**config.mk**
```make
export PLATFORM = sky130hd
export DESIGN_NAME = mod_counter_flat
export DESIGN_NICKNAME = d
export VERILOG_FILES = /design/src/rtl/counter_pkg.sv /design/src/rtl/mod_counter_if.sv /design/src/rtl/mod_incdec.sv /design/src/rtl/mod_counter.sv /design/src/flat_wrapper.sv
export SDC_FILE = /design/constraint.sdc
export NUM_CORES = 1
export LEC_CHECK = 0
export CAP_MARGIN = 10
export CORE_MARGIN = 10
export CORE_UTILIZATION = 57
export DETAILED_ROUTE_END_ITERATION = 10
export PLACE_DENSITY = 0.87
export SETUP_SLACK_MARGIN = 0.02
export SYNTH_ARGS = -nofsm -noshare
export SYNTH_HDL_FRONTEND = slang
export SYNTH_SLANG_ARGS = --single-unit
```
**constraint.sdc**
```tcl
create_clock -name cl -period 4.3 [get_ports cl]
set_clock_uncertainty 0.2 [all_clocks]
set_input_delay 0.86 -clock cl [delete_from_list [all_inputs] [get_ports cl]]
set_output_delay 0.86 -clock cl [all_outputs]
set_load 0.01 [all_outputs]
```
**src/rtl/counter_pkg.sv**
```systemverilog
// counter_pkg: definitions shared by the modulo counter slice.
//   MAX_WIDTH    - widest supported counter
//   dir_e        - count direction encoding (CNT_UP = 1, CNT_DOWN = 0)
//   eff_modulus  - effective modulus; MODULUS == 0 selects the full 2^WIDTH range.
//                  The result is 33 bits wide so that 2^32 is representable.
package counter_pkg;

    localparam int unsigned MAX_WIDTH = 32;

    typedef enum logic {
        CNT_DOWN = 1'b0,
        CNT_UP   = 1'b1
    } dir_e;

    function automatic logic [MAX_WIDTH:0] eff_modulus(input int unsigned width,
                                                       input int unsigned modulus);
        logic [MAX_WIDTH:0] m;
        if (modulus == 0) begin
            m = (MAX_WIDTH+1)'(1) << width;
        end else begin
            m = (MAX_WIDTH+1)'(modulus);
        end
        return m;
    endfunction

endpackage

```
**src/rtl/mod_counter_if.sv**
```systemverilog
// mod_counter_if: control and status bundle of mod_counter.
//   en, load (active-low), up, X, ack_wrap : controller -> counter
//   Y, tc, wrap, wrap_sticky                : counter -> consumers
// The master modport drives the controls; the slave modport is the counter side.
interface mod_counter_if #(
    parameter int unsigned WIDTH = 32
);
    logic             en;
    logic             load;
    logic             up;
    logic [WIDTH-1:0] X;
    logic             ack_wrap;
    logic [WIDTH-1:0] Y;
    logic             tc;
    logic             wrap;
    logic             wrap_sticky;

    modport master (
        output en, load, up, X, ack_wrap,
        input  Y, tc, wrap, wrap_sticky
    );

    modport slave (
        input  en, load, up, X, ack_wrap,
        output Y, tc, wrap, wrap_sticky
    );
endinterface

```
**src/rtl/mod_incdec.sv**
```systemverilog
// mod_incdec: combinational modulo incrementer/decrementer.
//   value - current count
//   up    - 1 = increment, 0 = decrement
//   next  - following count value
//   wrap  - the step crosses a range limit (wrap step, or saturation event when
//           MOD_COUNTER_SATURATE_EN is defined)
// Build option MOD_COUNTER_SATURATE_EN: hold at the limit instead of wrapping.
module mod_incdec
    import counter_pkg::*;
#(
    parameter int unsigned WIDTH   = 32,
    parameter int unsigned MODULUS = 0
) (
    input  logic [WIDTH-1:0] value,
    input  logic             up,
    output logic [WIDTH-1:0] next,
    output logic             wrap
);
    localparam logic [MAX_WIDTH:0] MODV = eff_modulus(WIDTH, MODULUS);
    localparam logic [WIDTH-1:0]   MAXV = WIDTH'(MODV - (MAX_WIDTH+1)'(1));

    always_comb begin
        next = value;
        wrap = 1'b0;
        if (up == CNT_UP) begin
            if (value == MAXV) begin
                wrap = 1'b1;
`ifdef MOD_COUNTER_SATURATE_EN
                next = MAXV;
`else
                next = '0;
`endif
            end else begin
                next = value + WIDTH'(1);
            end
        end else begin
            if (value == '0) begin
                wrap = 1'b1;
`ifdef MOD_COUNTER_SATURATE_EN
                next = '0;
`else
                next = MAXV;
`endif
            end else begin
                next = value - WIDTH'(1);
            end
        end
    end
endmodule

```
**src/rtl/mod_counter.sv**
```systemverilog
// mod_counter: parametrised loadable modulo up/down counter.
//   cl     - clock, rising edge
//   clear  - asynchronous reset, active-low
//   bus    - mod_counter_if.slave: en, load (active-low), up, X, ack_wrap in;
//            Y (registered count), tc, wrap (one-cycle pulse), wrap_sticky out
// Parameters: WIDTH (2..32), MODULUS (0 = 2^WIDTH), RESET_VAL (< modulus).
// Build option MOD_COUNTER_SATURATE_EN: counting saturates at the limits and
// the wrap flags report attempted overshoot instead of wrap-around.
module mod_counter
    import counter_pkg::*;
#(
    parameter int unsigned WIDTH     = 32,
    parameter int unsigned MODULUS   = 0,
    parameter int unsigned RESET_VAL = 0
) (
    input  logic          cl,
    input  logic          clear,
    mod_counter_if.slave  bus
);
    localparam logic [MAX_WIDTH:0] MODV = eff_modulus(WIDTH, MODULUS);
    localparam logic [WIDTH-1:0]   MAXV = WIDTH'(MODV - (MAX_WIDTH+1)'(1));
    localparam logic [WIDTH-1:0]   RSTV = WIDTH'(RESET_VAL);

    logic [WIDTH-1:0] y_q;
    logic             wrap_q;
    logic             sticky_q;
    logic [WIDTH-1:0] step_val;
    logic             step_lim;
    logic             wrap_step;
    logic [WIDTH-1:0] load_val;

    mod_incdec #(
        .WIDTH   (WIDTH),
        .MODULUS (MODULUS)
    ) u_incdec (
        .value (y_q),
        .up    (bus.up),
        .next  (step_val),
        .wrap  (step_lim)
    );

    always_comb begin
        // Clamp out-of-range loads to the top of the range.
        load_val = bus.X;
        if ((MAX_WIDTH+1)'(bus.X) >= MODV) begin
            load_val = MAXV;
        end
        // A wrap step needs an actual count cycle; a load masks it.
        wrap_step = bus.load & bus.en & step_lim;
    end

    always_ff @(posedge cl or negedge clear) begin
        if (!clear) begin
            y_q      <= RSTV;
            wrap_q   <= 1'b0;
            sticky_q <= 1'b0;
        end else begin
            if (!bus.load) begin
                y_q <= load_val;
            end else if (bus.en) begin
                y_q <= step_val;
            end
            wrap_q   <= wrap_step;
            // Set has priority over acknowledge.
            sticky_q <= wrap_step | (sticky_q & ~bus.ack_wrap);
        end
    end

    assign bus.Y           = y_q;
    assign bus.wrap        = wrap_q;
    assign bus.wrap_sticky = sticky_q;
    assign bus.tc          = bus.en & ((bus.up == CNT_UP) ? (y_q == MAXV) : (y_q == '0));
endmodule

```
**src/flat_wrapper.sv**
```systemverilog
// flat-port wrapper written by rule: the top's interface ports become plain ports
module mod_counter_flat import counter_pkg::*;
#(
    parameter int unsigned WIDTH     = 32,
    parameter int unsigned MODULUS   = 0,
    parameter int unsigned RESET_VAL = 0
)
  (cl, clear, bus_en, bus_load, bus_up, bus_X, bus_ack_wrap, bus_Y, bus_tc, bus_wrap, bus_wrap_sticky);
  mod_counter_if #(.WIDTH(WIDTH)) bus_i ();
  input  logic cl;
  input  logic clear;
  input wire logic [$bits(bus_i.en)-1:0] bus_en;
  input wire logic [$bits(bus_i.load)-1:0] bus_load;
  input wire logic [$bits(bus_i.up)-1:0] bus_up;
  input wire logic [$bits(bus_i.X)-1:0] bus_X;
  input wire logic [$bits(bus_i.ack_wrap)-1:0] bus_ack_wrap;
  output wire logic [$bits(bus_i.Y)-1:0] bus_Y;
  output wire logic [$bits(bus_i.tc)-1:0] bus_tc;
  output wire logic [$bits(bus_i.wrap)-1:0] bus_wrap;
  output wire logic [$bits(bus_i.wrap_sticky)-1:0] bus_wrap_sticky;
  assign bus_i.en = bus_en;
  assign bus_i.load = bus_load;
  assign bus_i.up = bus_up;
  assign bus_i.X = bus_X;
  assign bus_i.ack_wrap = bus_ack_wrap;
  assign bus_Y = bus_i.Y;
  assign bus_tc = bus_i.tc;
  assign bus_wrap = bus_i.wrap;
  assign bus_wrap_sticky = bus_i.wrap_sticky;
  mod_counter #(.WIDTH(WIDTH), .MODULUS(MODULUS), .RESET_VAL(RESET_VAL)) u_core (.cl(cl), .clear(clear), .bus(bus_i));
endmodule
```
# ---- Word level (Yosys, flattened, before mapping)
# Cells that the tools add are included.
dict set report totals {
  wordCells 23
  inputBits 38
  register_bits 34
}
dict set report op_classes {
  bitwise_logic 6
  reduce_logical 1
  mux 9
  n_eq_ne 2
  addsub 2
}
# cell n
set ops {}
lappend ops {{two-way mux 32 bit} 5}
lappend ops {{adder 32 x 1 -> 32 bit (second input constant)} 1}
lappend ops {{equality test 32 bit (second input constant)} 1}
lappend ops {{zero test 32 bit} 1}
lappend ops {{subtractor 32 x 1 -> 32 bit (second input constant)} 1}
lappend ops {{bitwise AND 1 bit} 4}
lappend ops {{two-way mux 1 bit} 4}
lappend ops {{inequality test 2 bit (second input constant)} 1}
lappend ops {{NOT 1 bit} 1}
lappend ops {{bitwise OR 1 bit} 1}

# ---- Longest topological paths before layout
# Gate-level depths: netlist of the first run.
dict set report depth {
  depth_word 5
  mapped_depth 9
}

# ---- By module
# Synthesis of the first run repeated with hierarchy kept, for this count alone.
dict set report hier_totals {
  cells_unflattened 456
  area_unflattened_um2 3400.8
}
# mod cells_each area_per_inst_um2 n_inst
set by_module_without_submodules {}
lappend by_module_without_submodules {mod_incdec 288 1716.6 1}
lappend by_module_without_submodules {mod_counter 168 1684.1 1}

# ---- Worst setup path before layout of the first run
# No wires, ideal clock.
dict set report synth_path {
  path_type {register to output}
  startpoint {reg u_core.y_q[0] (netlist: u_core.bus.Y[0])}
  endpoint {out bus_tc}
  t_arrival_ns 2.276
  path_stages_with_launch 8
  path_buffers 1
  setup_slack_ns 0.964
  cell_sequence {dfrtp_1 -> ha_1 -> nand3_4 -> or4_4 -> buf_6 -> nor4_4 -> mux2_2 -> and2_1}
}
dict set report synth_via {
  elab_chain_len 3
  word_cells_on_any_way 4
}
# element line
set synth_rtl {}
lappend synth_rtl {{from (decl)} mod_counter.sv:24} ;# logic [WIDTH-1:0] y_q;
lappend synth_rtl {{from (signal assigned)} mod_counter.sv:59} ;# y_q <= load_val;
lappend synth_rtl {{from (signal assigned)} mod_counter.sv:61} ;# y_q <= step_val;
lappend synth_rtl {{equality test 32 bit / zero test 32 bit (equally long branches)} mod_counter.sv:72} ;# assign bus.tc = bus.en & ((bus.up == CNT_UP) ? (y_q == MAXV) : (y_q == '0));
lappend synth_rtl {{two-way mux 1 bit *} mod_counter.sv:72}
lappend synth_rtl {{bitwise AND 1 bit *} mod_counter.sv:72}
lappend synth_rtl {{to (decl)} flat_wrapper.sv:18} ;# output wire logic [$bits(bus_i.tc)-1:0] bus_tc;
# Mark *: on every way between the ends. The rest lies on a longest branch, timed or not.

# ---- Worst setup path after layout of the first run
dict set report layout_path {
  startpoint {reg u_core.y_q[1] (netlist: u_core.bus.Y[1])}
  endpoint {out bus_tc}
}
# Same word-level chain as after synthesis.

==> results of run 1 <==
## power by group
part | total [mW] | leakage, nW | internal, mW | switching [mW]
Sequential | 0.446 | 0.400 | 0.354 | 0.0927
Combinational | 0.385 | 1.13 | 0.193 | 0.192
Clock | 0.252 | 0.0431 | 0.124 | 0.128
Total | 1.08 | 1.57 | 0.671 | 0.413
## worst max-delay path: stages (launching register included)
cell             delay [ns]
dfrtp_1                0.51
ha_1                   0.31
nand3_4                0.12
or4_4                  0.64
nor4_4                 0.31
mux2_2                 0.21
and2_1                 0.12
clkdlybuf4s50_1        0.53
## cell usage after synthesis (6+ instances only)
library cell,count
or4_1,6
nand2_1,39
dfrtp_1,34
inv_1,14
o21ai_0,48
nor4_1,13
nand3_1,17
or3_1,12
nor2_1,35
nand4_1,18
clkbuf_8,7
xor2_1,13
and3_1,8
o211ai_1,12
clkbuf_1,28
xnor2_1,27
a21oi_1,27
nor3_1,14
a31oi_1,7
## cell families (layout without fill, tap and decap cells)
group,count (synthesis),in the layout,synth area share (%)
XOR/XNOR,40,40,9.729
AND/OR/NAND/NOR,204,204,32.91
flip-flops,34,34,23.63
AO/OA/AOI/OAI,125,125,21.72
adder cells (fa/ha/maj),3,3,1.043
multiplexers,3,3,0.9034
buffers and inverters,63,106,10.08
## path summary, 6_finish.rpt
kind / to / slack [ns] / cells past startpoint
worst min register to register: u_core.bus.wrap_sticky / 0.28 / 1
worst max register to register: u_core.bus.Y[4] / 1.29 / 8
worst min-delay path: u_core.bus.wrap_sticky / 0.28 / 1
min in group asynchronous: u_core.bus.Y[3] / 0.78 / 2
max in group asynchronous: u_core.bus.Y[20] / 2.80 / 2
worst max-delay path: bus_tc / 0.19 / 7
## layer usage
layer	track usage (%)	vias up	share of wire (%)
met4	10.58	0	2.8
met1	30.38	1849	41
met5	0	-	0
met2	38.73	253	46
li1	-	1811	-
met3	5.882	39	11
## cell type report
| class | count | area share [%] |
|---|---|---|
| Timing Repair Buffer | 86 | 19.24 |
| Sequential cell | 34 | 19.82 |
| Multi-Input combinational cell | 375 | 55.61 |
| Tap cell | 75 | 2.186 |
| Inverter | 14 | 1.224 |
| Clock buffer | 6 | 1.924 |
## state kept, by name (all words and copies together) (netlist names)
register / count
u_core.bus.wrap_sticky: 1
u_core.bus.Y: 32
u_core.bus.wrap: 1
==> impl_metrics.tcl, run 1 <==
set metrics [dict create \
    cts_sinks 34 \
    antenna_found_initial 0 \
    die-width_um 99.48 \
    dpl.cell_count 584 \
    dp_slack_ns 0.5474 \
    layout.cells.non_filler 590 \
    ys_seq_elements 34 \
    route.detailed.drc 0 \
    ys_seq_area_share_pct 23.63 \
    cts_tree "built" \
    slew_violations 0 \
    synthTopCellsByArea "dfrtp_1 (24%), o21ai_0 (6.7%), xnor2_1 (6.6%)" \
    tns_ns 0 \
    powerDensity_nw_per_um2 252.4 \
    holdWs_ns 0.2829 \
    seq_area_um2 850.8 \
    min_path_type "register to register" \
    slew_headroom_pct 40.22 \
    grt_setup_unrepaired "false" \
    max_freq_mhz 243.2 \
    setup_ws_ns 0.1888 \
    clockBufferDepth 2 \
    layout_common_cells "clkdlybuf4s50_1 (72), o21ai_0 (48), nand2_1 (39), nor2_1 (35), dfrtp_1 (34)" \
    tightest_slew_ns 0.8957 \
    hpwl_um 8628 \
    period_needed_ns 4.111 \
    hold_viol_final 0 \
    status "completed" \
    holdBufCountCts 0 \
    clk_latency_ns 0.30 \
    via_count 3952 \
    numCtsBuffers 5 \
    cts_setup_buffers 0 \
    cp-end-kind "output pin" \
    core_area_um2 6026 \
    start_kind "register" \
    max_cap_viol_count 0 \
    routed_via_density 6.698 \
    crit_type "register to output pin" \
    start_util_pct 59.76 \
    dpl_cell_area_um2 4210 \
    arrival_ns 3.05 \
    yosysWarningCount 0 \
    cts_resized 0 \
    rr_startpoint "u_core.bus.Y[1]" \
    place_congestion 0.9557 \
    synth_top_area_share_pct 23.63 \
    overflow 0 \
    period_share_pct 95.61 \
    layout_commonest_cell "clkdlybuf4s50_1" \
    multiInputGateArea_um2 2387 \
    rows 28 \
    layout.nets 557 \
    setup_viol 0 \
    numPortBuffers 72 \
    syn_inst 472 \
    vdd.ir_drop.worst_v 0.0001607 \
    wl_per_cell_um 20.60 \
    die_h_um 99.48 \
    pin_count 73 \
    cts.root.buffer_cell "clkbuf_8" \
    drt_first_pass_iters 5 \
    path_clk_slew_ns 0.08 \
    final_area_um2 4293 \
    syn_nets 513 \
    yosysTopAreaCell "dfrtp_1" \
    synth_edf_count 0 \
    cp.required_ns 3.24 \
    hold_start "u_core.bus.wrap_sticky" \
    synthToLayoutAreaGrowth_pct 19.21 \
    cts_max_level 2 \
    routed_wl_um 12150 \
    die-area_um2 9896 \
    grt_pass1_vias 3983 \
    cellLeakagePower_nw 1.574 \
    synthDistinctLibCells 67 \
    fillers 514 \
    synth_ff_type "dfrtp_1" \
    syn_area_per_cell_um2 7.629 \
    syn_area_um2 3601 \
    startpoint "u_core.bus.Y[1]" \
    finalPower_mw 1.083 \
    drive_gt1_share_pct 9.126 \
    antenna_cells_inserted 0 \
    grt_pass1_wl_um 19970 \
    grt_max_degree 35 \
    crit_path_max_fanout 9 \
    fin_util_pct 71.24 \
    synth-async-reset-ratio_pct 100.0 \
    drt_iter0_drc 364 \
    gr-usage-all-layers_pct 24.29 \
    antenna_left 0 \
]
Power figures use the tool's default switching activity.
==> run 2: changes to the inputs <==
--- a/config.mk
+++ b/config.mk
@@ -10,7 +10,7 @@
 export CORE_UTILIZATION = 57
 export DETAILED_ROUTE_END_ITERATION = 10
 export PLACE_DENSITY = 0.87
-export SETUP_SLACK_MARGIN = 0.02
+export SETUP_SLACK_MARGIN = 0.3
 export SYNTH_ARGS = -nofsm -noshare
 export SYNTH_HDL_FRONTEND = slang
 export SYNTH_SLANG_ARGS = --single-unit
==> impl_metrics.tcl, run 2 (synthesized netlist as in run 1, its figures left out) <==
set metrics [dict create \
    clk_latency_ns 0.29 \
    period_needed_ns 3.934 \
    rows 28 \
    antenna_cells_inserted 0 \
    layout_common_cells "clkdlybuf4s50_1 (72), o21ai_0 (48), nand2_1 (39), nor2_1 (35), dfrtp_1 (32)" \
    slew_violations 0 \
    numCtsBuffers 5 \
    dp_slack_ns 0.5474 \
    drt_iter0_drc 456 \
    cts_max_level 2 \
    setup_ws_ns 0.3664 \
    start_util_pct 59.76 \
    layout.nets 565 \
    cts_sinks 34 \
    crit_type "register to output pin" \
    synthToLayoutAreaGrowth_pct 21.02 \
    cts_tree "built" \
    hold_viol_final 0 \
    holdBufCountCts 0 \
    tns_ns 0 \
    routed_via_density 6.724 \
    antenna_found_initial 0 \
    setup_viol 0 \
    powerDensity_nw_per_um2 250.7 \
    hpwl_um 8628 \
    die_h_um 99.48 \
    cp.required_ns 3.24 \
    drt_first_pass_iters 5 \
    cp-end-kind "output pin" \
    fillers 503 \
    overflow 0 \
    layout.cells.non_filler 598 \
    period_share_pct 91.48 \
    grt_setup_unrepaired "false" \
    path_clk_slew_ns 0.07 \
    start_kind "register" \
    min_path_type "register to register" \
    arrival_ns 2.87 \
    die-area_um2 9896 \
    gr-usage-all-layers_pct 24.27 \
    crit_path_max_fanout 10 \
    cts.root.buffer_cell "clkbuf_8" \
    layout_commonest_cell "clkdlybuf4s50_1" \
    drive_gt1_share_pct 11.09 \
    vdd.ir_drop.worst_v 0.0001602 \
    dpl.cell_count 584 \
    core_area_um2 6026 \
    seq_area_um2 853.3 \
    grt_pass1_vias 3984 \
    slew_headroom_pct 41.64 \
    tightest_slew_ns 0.8744 \
    max_freq_mhz 254.2 \
    max_cap_viol_count 0 \
    grt_max_degree 35 \
    largest_register_ffs 32 \
    clockBufferDepth 2 \
    grt_pass1_wl_um 19950 \
    cellLeakagePower_nw 1.611 \
    antenna_left 0 \
    pin_count 73 \
    place_congestion 0.9557 \
    numPortBuffers 72 \
    wl_per_cell_um 20.58 \
    routed_wl_um 12310 \
    status "completed" \
    die-width_um 99.48 \
    via_count 4021 \
    route.detailed.drc 0 \
    multiInputGateArea_um2 2390 \
]
-- run 2: layer usage --
metal	up-vias	routed length, um	track usage, %
met3	52	1451	5.882
met5	-	0	0
met2	285	5604	38.73
li1	1828	-	-
met4	0	429	10.58
met1	1856	4823	30.34
-- run 2: path summary, 6_finish.rpt --
check,cells past startpoint,start,to,slack (ns)
setup / recovery,6,u_core.bus.Y[17],bus_tc,0.37
hold / removal,1,u_core.bus.wrap_sticky,u_core.bus.wrap_sticky,0.28
max in group asynchronous,2,clear,u_core.bus.Y[0],2.79
hold reg to reg,1,u_core.bus.wrap_sticky,u_core.bus.wrap_sticky,0.28
setup reg to reg,7,u_core.bus.Y[2],u_core.bus.Y[18],1.33
min in group asynchronous,2,clear,u_core.bus.Y[3],0.78
-- run 2: final cells by class --
class | instances | share of cell area, %
Multi-Input combinational cell | 375 | 54.84
Timing Repair Buffer | 94 | 20.33
Sequential cell | 34 | 19.58
Tap cell | 75 | 2.153
Clock buffer | 6 | 1.895
Inverter | 14 | 1.206
-- run 2: metrics by stage --
stage | utilization, % | power [mW] | instance area (um2) | hold slack (ns)
final | 72.32 | 1.092 | 4358 | 0.2825
after global routing | 72.32 | 1.147 | 4358 | 0.3013
after detailed placement | 69.87 | 0.8294 | 4210 | 0.2693
after floorplan | - | 0.6766 | 3601 | 0.3178
after global placement | 69.87 | 0.8176 | 4210 | 0.2596
after CTS | 71.28 | 1.074 | 4295 | 0.2848
-- run 2: worst max-delay path: stages, from the launching register on --
cell	delay [ns]
dfrtp_1	0.50
or4_1	0.65
nor3b_4	0.35
and4_1	0.26
mux2_2	0.17
and2_1	0.12
clkdlybuf4s50_1	0.53
-- run 2: timing repair --
item | in CTS | in global routing
setup endpoints to repair | 1 | 1
buffers inserted | 0 | 8
gates resized for setup | 2 | 1
pin swaps | 0 | 2
-- run 2: report_power, final --
part           internal (mW)  switching [mW]
logic                  0.199           0.197
clock network          0.124           0.127
registers              0.354          0.0913
total                  0.677           0.415
